===== src/rtl/lcd_pixel_source_if.sv =====
// Pixel handshake between the PPU fetcher (master) and the LCD pixel source (slave).
// A pixel moves on a dot tick when pix_valid and pix_ready are both high.
interface lcd_pixel_source_if #(
    parameter int DATA_W = 15
) ();
    logic              pix_valid;
    logic [DATA_W-1:0] pix_data;
    logic              pix_ready;

    modport master (
        output pix_valid,
        output pix_data,
        input  pix_ready
    );

    modport slave (
        input  pix_valid,
        input  pix_data,
        output pix_ready
    );
endinterface


===== src/rtl/lcd_pixel_source.sv =====
// Game Boy line/frame timing generator: drives mode/ly/clkena/data towards the LCD
// and pulls one pixel per dot tick from the fetcher during mode 3.
module lcd_pixel_source #(
    parameter int DATA_W       = 15,
    parameter int LINE_DOTS    = 456,
    parameter int OAM_DOTS     = 80,
    parameter int XFER_DELAY   = 12,
    parameter int VIS_LINES    = 144,
    parameter int TOT_LINES    = 154,
    parameter int UNDERRUN_DOT = 447
) (
    input  logic                clk,
    input  logic                reset_n,
    input  logic                clk4_en,
    input  logic                lcd_on,
    lcd_pixel_source_if.slave   pix,
    output logic [DATA_W-1:0]   data,
    output logic                clkena,
    output logic [1:0]          mode,
    output logic [7:0]          ly,
    output logic                vblank_irq,
    output logic                underrun
);

    localparam logic [8:0] DOT_LAST   = 9'(LINE_DOTS - 1);
    localparam logic [8:0] XFER_BEGIN = 9'(OAM_DOTS);
    localparam logic [8:0] XFER_FIRST = 9'(OAM_DOTS + XFER_DELAY);
    localparam logic [8:0] DOT_UNDER  = 9'(UNDERRUN_DOT);
    localparam logic [7:0] LINE_LAST  = 8'(TOT_LINES - 1);
    localparam logic [7:0] LINE_VBL   = 8'(VIS_LINES);
    localparam logic [7:0] PIX_LINE   = 8'd160;

    typedef enum logic [2:0] {
        S_OFF,
        S_OAM,
        S_XFER,
        S_HBLANK,
        S_VBLANK
    } state_t;

    state_t     state, state_nxt;
    logic [8:0] dot, dot_nxt;
    logic [7:0] line, line_nxt;
    logic [7:0] pcount, pcount_inc;
    logic [1:0] mode_nxt;
    logic       ready;
    logic       xfer;
    logic       underrun_hit;

    // Counter look-ahead: where the next tick will land
    always_comb begin
        dot_nxt  = dot + 9'd1;
        line_nxt = line;
        if (dot == DOT_LAST) begin
            dot_nxt  = 9'd0;
            line_nxt = (line == LINE_LAST) ? 8'd0 : line + 8'd1;
        end
    end

    assign xfer         = ready && pix.pix_valid && clk4_en;
    assign pcount_inc   = pcount + {7'd0, xfer};
    assign underrun_hit = clk4_en && (state == S_XFER) && (dot == DOT_UNDER)
                          && (pcount_inc < PIX_LINE);

    always_ff @(posedge clk or negedge reset_n) begin
        if (!reset_n) state <= S_OFF;
        else          state <= state_nxt;
    end

    always_comb begin
        state_nxt = state;
        if (!lcd_on) begin
            state_nxt = S_OFF;
        end else if (clk4_en) begin
            if (line_nxt >= LINE_VBL)
                state_nxt = S_VBLANK;
            else if (dot_nxt < XFER_BEGIN)
                state_nxt = S_OAM;
            else if (dot_nxt == XFER_BEGIN)
                state_nxt = S_XFER;
            else if ((state == S_XFER) && ((pcount_inc == PIX_LINE) || (dot == DOT_UNDER)))
                state_nxt = S_HBLANK;
        end
    end

    // Ready is a pure function of registered state so the fetcher sees it a full cycle early
    always_comb begin
        case (state_nxt)
            S_OAM:    mode_nxt = 2'b10;
            S_XFER:   mode_nxt = 2'b11;
            S_VBLANK: mode_nxt = 2'b01;
            default:  mode_nxt = 2'b00;
        endcase
        ready = (state == S_XFER) && (dot >= XFER_FIRST) && (dot <= DOT_UNDER)
                && (pcount < PIX_LINE);
    end

    assign pix.pix_ready = ready;

    always_ff @(posedge clk or negedge reset_n) begin
        if (!reset_n) begin
            dot        <= DOT_LAST;
            line       <= LINE_LAST;
            pcount     <= 8'd0;
            mode       <= 2'b00;
            ly         <= 8'd0;
            data       <= '0;
            clkena     <= 1'b0;
            vblank_irq <= 1'b0;
            underrun   <= 1'b0;
        end else if (!lcd_on) begin
            // Display off: park counters so the first tick after enable starts line 0
            dot        <= DOT_LAST;
            line       <= LINE_LAST;
            pcount     <= 8'd0;
            mode       <= 2'b00;
            ly         <= LINE_LAST;
            clkena     <= 1'b0;
            vblank_irq <= 1'b0;
        end else begin
            vblank_irq <= 1'b0;
            if (clk4_en) begin
                dot        <= dot_nxt;
                line       <= line_nxt;
                ly         <= line_nxt;
                mode       <= mode_nxt;
                clkena     <= xfer;
                pcount     <= (dot_nxt == XFER_BEGIN) ? 8'd0 : pcount_inc;
                vblank_irq <= (line_nxt == LINE_VBL) && (dot_nxt == 9'd0);
                if (xfer)
                    data <= pix.pix_data;
                if (underrun_hit)
                    underrun <= 1'b1;
            end
        end
    end

endmodule


===== src/flat_wrapper.sv =====
// flat-port wrapper written by rule: the top's interface ports become plain ports
module lcd_pixel_source_flat 
#(
    parameter int DATA_W       = 15,
    parameter int LINE_DOTS    = 456,
    parameter int OAM_DOTS     = 80,
    parameter int XFER_DELAY   = 12,
    parameter int VIS_LINES    = 144,
    parameter int TOT_LINES    = 154,
    parameter int UNDERRUN_DOT = 447
)
  (clk, reset_n, clk4_en, lcd_on, data, clkena, mode, ly, vblank_irq, underrun, pix_pix_valid, pix_pix_data, pix_pix_ready);
  lcd_pixel_source_if #(.DATA_W(DATA_W)) pix_i ();
  input  logic clk;
  input  logic reset_n;
  input  logic clk4_en;
  input  logic lcd_on;
  output logic [DATA_W-1:0] data;
  output logic clkena;
  output logic [1:0] mode;
  output logic [7:0] ly;
  output logic vblank_irq;
  output logic underrun;
  input wire logic [$bits(pix_i.pix_valid)-1:0] pix_pix_valid;
  input wire logic [$bits(pix_i.pix_data)-1:0] pix_pix_data;
  output wire logic [$bits(pix_i.pix_ready)-1:0] pix_pix_ready;
  assign pix_i.pix_valid = pix_pix_valid;
  assign pix_i.pix_data = pix_pix_data;
  assign pix_pix_ready = pix_i.pix_ready;
  lcd_pixel_source #(.DATA_W(DATA_W), .LINE_DOTS(LINE_DOTS), .OAM_DOTS(OAM_DOTS), .XFER_DELAY(XFER_DELAY), .VIS_LINES(VIS_LINES), .TOT_LINES(TOT_LINES), .UNDERRUN_DOT(UNDERRUN_DOT)) u_core (.clk(clk), .reset_n(reset_n), .clk4_en(clk4_en), .lcd_on(lcd_on), .pix(pix_i), .data(data), .clkena(clkena), .mode(mode), .ly(ly), .vblank_irq(vblank_irq), .underrun(underrun));
endmodule

===== config.mk =====
export PLATFORM = sky130hd
export DESIGN_NAME = lcd_pixel_source_flat
export DESIGN_NICKNAME = d
export VERILOG_FILES = /design/src/rtl/lcd_pixel_source_if.sv /design/src/rtl/lcd_pixel_source.sv /design/src/flat_wrapper.sv
export SDC_FILE = /design/constraint.sdc
export NUM_CORES = 1
export LEC_CHECK = 0
export CAP_MARGIN = 20
export CORE_MARGIN = 2
export CORE_UTILIZATION = 45
export CTS_CLUSTER_SIZE = 10
export DETAILED_ROUTE_END_ITERATION = 16
export DONT_BUFFER_PORTS = 1
export GPL_TIMING_DRIVEN = 1
export PLACE_DENSITY = 0.66
export SYNTH_ARGS = -nofsm -noshare
export SYNTH_HDL_FRONTEND = slang
export SYNTH_SLANG_ARGS = --single-unit

===== constraint.sdc =====
create_clock -name clk -period 3.8 [get_ports clk]
set_input_delay 0.76 -clock clk [delete_from_list [all_inputs] [get_ports clk]]
set_output_delay 0.76 -clock clk [all_outputs]
set_load 0.02 [all_outputs]

# After elaboration in Yosys (flattened, before gate mapping)
# Index checks and enable logic that the tools add are counted.
# word_totals
ff_bits,56
out_inout_bits,29
elab_cells,67
# classes
add_sub_neg,3
magnitude_cmp,6
n_eq_ne,11
mux,23
n_reduce_logical,14
# op_table
op,n
$mux 8,7
$mux 9,3
$eq 8x8->1 const B,3
$eq 9x9->1 const B,2
$mux 3,6
$lt 8x8->1 const B,2
$logic_and 1x1->1,10
$add 9x1->9 const B,1
$eq 9x7->1 const B,1
$ge 9x7->1 const B,1
$le 9x9->1 const B,1
$logic_not 9->1,1
$lt 9x7->1 const B,1
$add 8x1->8,1
$add 8x1->8 const B,1
$ge 8x8->1 const B,1
$eq 3x2->1 const B,2
$pmux 2 s3,1
$reduce_and 3->1,2
$mux 1,4
$mux 2,2
$eq 3x1->1 const B,1
$eq 3x3->1 const B,1
$ne 2x2->1 const B,1
$logic_or 1x1->1,1

# Depth between registers and ports, before layout
# Gate-level depths: netlist of the first run.
# depth
word_depth,20
ltp_mapped,16

# Worst setup path before layout of the first run
# Ideal clock, no wire load.
# synth_path
path_kind,reg-to-reg
start,register u_core.dot[0]
end,register u_core.mode[1]
setup_time_ns,0.122
t_arrival_ns,4.203
slack_ns,-0.524
stages_incl_launch_ff,17
synth_period_minus_slack_ns,4.324
cell_sequence,dfstp_2 ha_1 clkbuf_8 nand4_1 a31oi_1 o21ai_0 nor4b_1 and3_1 ha_1 and3_4 mux2_1 mux2_2 o311ai_2 a21oi_2 o31ai_2 xnor2_1 a32o_1
# synth_via
elab_chain_cells,20
elab_cells_between_ends,31
cone_classes,add/sub: 2; order compare: 4; eq/ne: 7; mux: 11; reduce/logical: 7
# synth_rtl
element,line_no,text
"start, declared",lcd_pixel_source.sv:42,"logic [8:0] dot, dot_nxt;"
"start signal, assigned",lcd_pixel_source.sv:123,dot <= dot_nxt;
$ge 9x7->1,lcd_pixel_source.sv:94,ready = (state == S_XFER) && (dot >= XFER_FIRST) && (dot <= DOT_UNDER)
$logic_and 1x1->1,lcd_pixel_source.sv:94,
$logic_and 1x1->1 *,lcd_pixel_source.sv:94,
$logic_and 1x1->1 *,lcd_pixel_source.sv:95,&& (pcount < PIX_LINE);
via pix_pix_ready,flat_wrapper.sv:26,output wire logic [$bits(pix_i.pix_ready)-1:0] pix_pix_ready;
$logic_and 1x1->1 * (2 in a row),lcd_pixel_source.sv:60,assign xfer = ready && pix.pix_valid && clk4_en;
$add 8x1->8 *,lcd_pixel_source.sv:61,"assign pcount_inc = pcount + {7'd0, xfer};"
$eq 8x8->1 *,lcd_pixel_source.sv:81,else if ((state == S_XFER) && ((pcount_inc == PIX_LINE) || (dot == DOT_UNDER)))
[5 not listed],-,
$mux 3 *,lcd_pixel_source.sv:75,if (line_nxt >= LINE_VBL)
$mux 3 *,lcd_pixel_source.sv:74,end else if (clk4_en) begin
$mux 3 *,lcd_pixel_source.sv:72,if (!lcd_on) begin
via u_core.state_nxt[0],lcd_pixel_source.sv:41,"state_t state, state_nxt;"
"$eq 3x3->1, or another cell as far along",lcd_pixel_source.sv:88,case (state_nxt)
$pmux 2 s3 *,lcd_pixel_source.sv:88,
$mux 2 *,lcd_pixel_source.sv:122,if (clk4_en) begin
$mux 2 *,lcd_pixel_source.sv:111,end else if (!lcd_on) begin
"end signal, assigned",lcd_pixel_source.sv:126,mode <= mode_nxt;
"end, declared",lcd_pixel_source.sv:19,"output logic [1:0] mode,"
# Mark *: on every way through the listed nets, which the timed path passes. The rest lies on a longest branch. The select of a mux whose other input is x is not followed.
# A chain may end at the register's enable or synchronous reset.

# Worst setup path after layout of the first run
# layout_path
start,register u_core.dot[0]
end,register u_core.mode[1]
# layout_via
elab_chain_cells,20
elab_cells_between_ends,31
cone_classes,add/sub: 2; order compare: 4; eq/ne: 7; mux: 11; reduce/logical: 7
# layout_rtl
element,line_no
$ge 9x7->1,lcd_pixel_source.sv:94
$logic_and 1x1->1 (2 in a row),lcd_pixel_source.sv:94
$logic_and 1x1->1,lcd_pixel_source.sv:95
$logic_and 1x1->1 (2 in a row),lcd_pixel_source.sv:60
$add 8x1->8,lcd_pixel_source.sv:61
$eq 8x8->1,lcd_pixel_source.sv:81
$logic_or 1x1->1,lcd_pixel_source.sv:81
$logic_and 1x1->1,lcd_pixel_source.sv:81
[3 not listed],-
$mux 3 *,lcd_pixel_source.sv:75
$mux 3 *,lcd_pixel_source.sv:74
$mux 3 *,lcd_pixel_source.sv:72
via u_core.state_nxt[0],lcd_pixel_source.sv:41
"$eq 3x3->1, or another cell as far along",lcd_pixel_source.sv:88
$pmux 2 s3 *,lcd_pixel_source.sv:88
$mux 2 *,lcd_pixel_source.sv:122
$mux 2 *,lcd_pixel_source.sv:111
# Marked as above.

==> results_dict.tcl, run 1 <==
set metrics [dict create \
    status "complete, no violations" \
    drive_above_1_share_pct 23.3 \
    tightest_slew_ns 0.520 \
    required_ns 4.01 \
    dr.max_layer_used "met4" \
    antenna_found_initial 0 \
    critPathMaxStageDelay_ns 0.58 \
    grt_start_max_net_pins 53 \
    pin_count 49 \
    cts_buffers 5 \
    critPathMaxFanout 3 \
    postRouteWirelength_um 7080 \
    netlist_instances 347 \
    fillers 689 \
    combinationalPowerShare_pct 23.9 \
    path_class "flop to flop" \
    drt-initial-drc-count 146 \
    hp-class "input pin to async pin" \
    p_switching_mw 0.444 \
    leakagePower_nw 1.48 \
    cp-end-kind "flop" \
    finalSetupViolCount 0 \
    grt_pass1_wl_um 11800 \
    yosysTopAreaCell "dfrtp_1" \
    finalHoldViolations 0 \
    wl_met2_um 3560 \
    cts.path.max_buffers 2 \
    rsz0062_at_grt "true" \
    seq_power_share_pct 49.2 \
    synth_edf_count 0 \
    cp_slowest_cell "dfstp_2" \
    finalCritPeriodShare_pct 97.6 \
    diodes 0 \
    clock-sinks 52 \
    dieArea_um2 7950 \
    htreeDepth 2 \
    cts_tree "done" \
    avgViaCountPerCell 5.79 \
    netlist_area_um2 3260 \
    post-route-util_pct 49.1 \
    fin_cells 442 \
    met1_length_um 3060 \
    vias 2561 \
    insertion_delay_ns 0.32 \
    p_sw_share_pct 34.0 \
    dr.pass1.iters 4 \
    dieHeight_um 89.2 \
    yosysWarnings 0 \
    rows 31 \
    grtUsageTotal_pct 18.8 \
    crit_buf_inv 0 \
    arrival_ns 3.92 \
    ys_types 72 \
    die_width_um 89.2 \
    coreArea_um2 7140 \
    avgSynthCellArea_um2 9.40 \
    dr_wl_met3_um 332 \
    synth_seq_cells 52 \
    synthArstFlopShare_pct 100 \
    nets 368 \
    finalCriticalPeriod_ns 3.71 \
    initial_core_util_pct 45.7 \
    yosys-top-cells-area "dfrtp_1 (32%), dfstp_2 (8.1%), mux2_2 (5.5%), o21ai_0 (4.8%), nand2_1 (4.6%)" \
    dp.cells 431 \
    area_growth_pct 7.29 \
    pre_cts_ws_ns -0.0583 \
    ir_worst_vdd_v 0.000265 \
    setup_ws_ns 0.0896 \
    cap_violations 0 \
    slew-limit-headroom_pct 64.5 \
    crit_family "compound AO/OA/AOI/OAI gates" \
    p_int_mw 0.861 \
    skew_ns 0.00865 \
    syn_nets 373 \
    grt_overflow 0 \
    clk_pin_slew_worst_paths_ns 0.11 \
    power_density_nw_per_um2 373 \
    gp_congestion 0.859 \
    dp_hpwl_um 4810 \
    portBuffers 0 \
    fmax_mhz 270 \
    clkPwrFrac_pct 26.9 \
    slew_viol_final 0 \
    synth_ff_type "dfrtp_1" \
    antenna_left 0 \
    startpoint_type "flop" \
    yosysTopAreaCellShare_pct 32.2 \
    grt_pass1_vias 2429 \
    hold_buffers 0 \
    synth_most_common_cell "dfrtp_1" \
    synth_common_cells "dfrtp_1 (42), nand2_1 (40), o21ai_0 (31), nor2_1 (30), mux2_2 (16)" \
    route.detailed.drc 0 \
    cp_cell_sequence "ha_4 > nand4_1 > a31oi_1 > o21ai_2 > nor4b_4 > and3_4 > ha_4 > and3_4 > mux2_4 > mux2_4 > o311ai_4 > a21oi_2 > o31ai_4 > xnor2_2 > a32o_1" \
    wire_per_inst_um 16.0 \
    cts-root-buf "clkbuf_8" \
    ys_seq_area_share_pct 40.3 \
]
-- state kept, by name, summed over array words and instances (netlist names) --
name / count
u_core.clkena: 1
u_core.data: 15
u_core.dot: 9
u_core.line: 8
u_core.ly: 4
u_core.mode: 2
u_core.pcount: 8
u_core.state: 3
u_core.underrun: 1
u_core.vblank_irq: 1
-- cell families after synthesis --
family | count (synthesis) | share of synthesized area [%]
XOR/XNOR | 10 | 2.68
adder cells (fa/ha/maj) | 6 | 2.30
buffers and inverters | 37 | 7.02
multiplexers | 18 | 6.17
flip-flops | 52 | 40.3
AO/OA/AOI/OAI | 77 | 16.6
AND/OR/NAND/NOR | 147 | 24.9
-- layout by cell type, fill, tap and decap left out, types with 3 or more instances in the layout --
cell / count
a21oi_1: 8
nor3_1: 5
nor2b_1: 3
xnor2_1: 5
dfrtp_1: 42
nand2_1: 40
o21ai_0: 30
nor4_1: 6
or4_1: 3
inv_1: 11
nand2b_1: 4
a21boi_0: 4
nor2_1: 30
and2_1: 7
dfstp_2: 10
buf_4: 14
ha_4: 3
ha_1: 3
o211ai_2: 3
o31ai_1: 6
nand3_1: 12
mux2_2: 15
nand3b_1: 3
nand4_1: 7
clkbuf_8: 5
xor2_1: 4
-- worst register-to-register path, cell delays in order (launching register included) --
cell and delay (ns):
dfstp_2 0.58, ha_4 0.14, nand4_1 0.13, a31oi_1 0.23, o21ai_2 0.09, nor4b_4 0.23
and3_4 0.24, ha_4 0.15, and3_4 0.21, mux2_4 0.30, mux2_4 0.28, o311ai_4 0.31
a21oi_2 0.12, o31ai_4 0.26, xnor2_2 0.09, a32o_1 0.25
-- metrics by stage --
stage	instance area, um^2	setup TNS (ns)	power (mW)	hold WS [ns]
floorplan	3280	-0.112	0.900	0.464
global placement	3300	0	0.939	0.465
detailed placement	3300	-0.0583	0.945	0.465
CTS	3480	0	1.31	0.113
global route	3500	-0.0307	1.39	0.102
finish	3500	0	1.30	0.125
-- layer usage --
| metal | vias to the layer above | GRT usage [%] |
|---|---|---|
| li1 | 1235 | - |
| met1 | 1248 | 25.1 |
| met2 | 66 | 30.6 |
| met3 | 12 | 3.79 |
| met4 | 0 | 6.24 |
| met5 | - | 0 |
-- final cells by class --
type | instances | area [um^2] | share of cell area (%)
Clock inverter | 3 | 28.8 | 0.822
Timing Repair Buffer | 14 | 105 | 3.00
Multi-Input combinational cell | 258 | 1820 | 52.0
Sequential cell | 52 | 1310 | 37.5
Clock buffer | 5 | 68.8 | 1.97
Inverter | 11 | 41.3 | 1.18
Tap cell | 99 | 124 | 3.54
-- final timing paths --
kind	from	end	cells past startpoint	slack (ns)
min in group clk	lcd_on	u_core.line[0]	1	0.48
min reg2reg	u_core.line[3]	u_core.line[3]	2	0.57
min	reset_n	u_core.data[11]	0	0.12
max in group asynchronous	reset_n	u_core.dot[7]	0	3.49
max reg2reg	u_core.dot[0]	u_core.mode[1]	15	0.09
max	u_core.dot[0]	u_core.mode[1]	15	0.09
-- what timing repair did --
item                                    CTS  global route
endpoints found under the setup margin    1             1
setup buffers                             2             1
gates resized for setup                  12             2
pin swaps                                11             6
-- power by group through the flow --
stage          clock, mW  sequential [mW]  combinational [mW]
2_1_floorplan          0            0.638               0.262
6_report           0.351            0.642               0.312
5_1_grt            0.383            0.648               0.355
3_3_place_gp           0            0.650               0.289
3_5_place_dp           0            0.651               0.294
4_1_cts            0.363            0.642               0.304
Power figures use the tool's default switching activity.
==> run 2, diff against run 1 <==
--- a/config.mk
+++ b/config.mk
@@ -6,7 +6,7 @@
 export NUM_CORES = 1
 export LEC_CHECK = 0
 export CAP_MARGIN = 20
-export CORE_MARGIN = 2
+export CORE_MARGIN = 1.5
 export CORE_UTILIZATION = 45
 export CTS_CLUSTER_SIZE = 10
 export DETAILED_ROUTE_END_ITERATION = 16
==> constraint.sdc (replaced) <==
create_clock -name clk -period 3.1 [get_ports clk]
set_input_delay 0.62 -clock clk [delete_from_list [all_inputs] [get_ports clk]]
set_output_delay 0.62 -clock clk [all_outputs]
set_load 0.02 [all_outputs]
==> results_dict.tcl, run 2 (synthesized netlist as in run 1, its figures left out) <==
set metrics [dict create \
    dieHeight_um 88.2 \
    mostFrequentLayoutCells "buf_4 (44), dfrtp_1 (42), nand2_1 (39)" \
    final_common_cell "buf_4" \
    cts.path.max_buffers 2 \
    clk_pin_slew_worst_paths_ns 0.11 \
    critPathMaxStageDelay_ns 0.57 \
    cap_violations 0 \
    rsz0062_at_grt "true" \
    crit_buf_inv 0 \
    postPlaceCellArea_um2 3540 \
    cp_slowest_cell "dfstp_2" \
    ir_worst_vdd_v 0.000287 \
    vias 2646 \
    startpoint_type "flop" \
    crit_start "u_core.dot[0]" \
    hp-class "input pin to async pin" \
    gp_congestion 0.883 \
    post-route-util_pct 54.7 \
    cts_buffers 5 \
    dr.max_layer_used "met4" \
    leakagePower_nw 1.65 \
    met1_length_um 3280 \
    postRouteWirelength_um 7500 \
    path_class "flop to flop" \
    initial_core_util_pct 47.2 \
    required_ns 3.31 \
    cts-root-buf "clkbuf_8" \
    status "complete, but fails checks" \
    dieArea_um2 7770 \
    grt_start_max_net_pins 43 \
    area_growth_pct 15.8 \
    dp_hpwl_um 5120 \
    avgViaCountPerCell 5.61 \
    finalSetupViolCount 4 \
    setup_ws_ns -0.548 \
    grt_overflow 0 \
    finalHoldViolations 0 \
    failed_checks "negative setup slack" \
    antenna_found_initial 0 \
    top_regs "u_core.data (15), u_core.dot (9)" \
    drt-initial-drc-count 176 \
    grt_pass1_wl_um 12200 \
    crit_family "compound AO/OA/AOI/OAI gates" \
    tightest_slew_ns 0.600 \
    postLayoutCellArea_um2 3780 \
    skew_ns 0.00656 \
    cp-end-kind "flop" \
    htreeDepth 2 \
    route.detailed.drc 0 \
    grtUsageTotal_pct 20.5 \
    slew-limit-headroom_pct 59.5 \
    r2r-start "u_core.dot[0]" \
    tns_ns -1.11 \
    cp_cell_sequence "ha_4 > nand4_1 > a31oi_1 > o21ai_2 > nor4b_4 > and3_4 > ha_4 > and3_4 > mux2_4 > mux2_4 > o311ai_4 > a21oi_2 > o31ai_2 > xnor2_1 > a32o_1" \
    slew_viol_final 0 \
    dr.pass1.iters 4 \
    diodes 0 \
    pre_cts_ws_ns -0.534 \
    arrival_ns 3.86 \
    nets 401 \
    largest_register "u_core.data" \
    antenna_left 0 \
    drive_above_1_share_pct 31.4 \
    wl_met2_um 3830 \
    rows 30 \
    power_density_nw_per_um2 438 \
    portBuffers 0 \
    wire_per_inst_um 15.9 \
    coreArea_um2 6910 \
    finalCriticalPeriod_ns 3.65 \
    critPathMaxFanout 3 \
    die_width_um 88.2 \
    insertion_delay_ns 0.32 \
    r2r_cells 15 \
    cts_tree "done" \
    clock-sinks 52 \
    pin_count 49 \
    finalCritPeriodShare_pct 118 \
    fmax_mhz 274 \
    dr_wl_met3_um 295 \
    largest_reg_flops 15 \
    worstSetupPathDepth 15 \
    grt_pass1_vias 2493 \
]
run 2: routing by layer:
metal	track usage (%)	vias up
li1	-	1305
met1	27.7	1283
met2	33.5	52
met3	3.39	6
met4	7.24	0
met5	0	-
run 2: path summary, 6_finish.rpt:
| kind | end | slack [ns] |
|---|---|---|
| worst min register to register | u_core.dot[8] | 0.55 |
| worst max-delay path | u_core.mode[1] | -0.55 |
| worst max register to register | u_core.mode[1] | -0.55 |
| max in group asynchronous | u_core.pcount[0] | 2.77 |
| worst min-delay path | u_core.line[0] | 0.13 |
| min in group clk | u_core.line[0] | 0.33 |
run 2: area by class of cell:
class / count / area, um^2
Fill cell: 641 / 3130
Sequential cell: 52 / 1310
Clock inverter: 3 / 33.8
Clock buffer: 5 / 68.8
Inverter: 11 / 41.3
Multi-Input combinational cell: 258 / 1830
Tap cell: 96 / 120
Timing Repair Buffer: 47 / 373
run 2: power breakdown:
| group | internal (mW) | switching [mW] | total [mW] |
|---|---|---|---|
| sequential | 0.726 | 0.0526 | 0.779 |
| clock | 0.171 | 0.264 | 0.435 |
| combinational | 0.190 | 0.253 | 0.442 |
run 2: timing repair:
action	4_1_cts	5_1_grt
pin swaps	10	7
setup endpoints to repair	4	6
hold buffers	1	0
buffers inserted	7	3
resized for setup	3	9
hold endpoints to repair	42	0
run 2: through the flow:
stage               cells  hold WS [ns]  power, mW
floorplan             347         0.324       1.11
global placement      454         0.325       1.20
detailed placement    454         0.325       1.21
CTS                   469         0.112       1.67
global route          472         0.106       1.75
finish                472         0.126       1.66
run 2: worst reg2reg max path, delay by kind of cell (launching register included):
family	cells	cell delay (ns)
DFF	1	0.57
muxes	2	0.56
AOI/OAI and AO/OA	6	1.24
adders and majority gates	2	0.28
and+or+nand+nor	4	0.77
xor gates and xnor gates	1	0.10
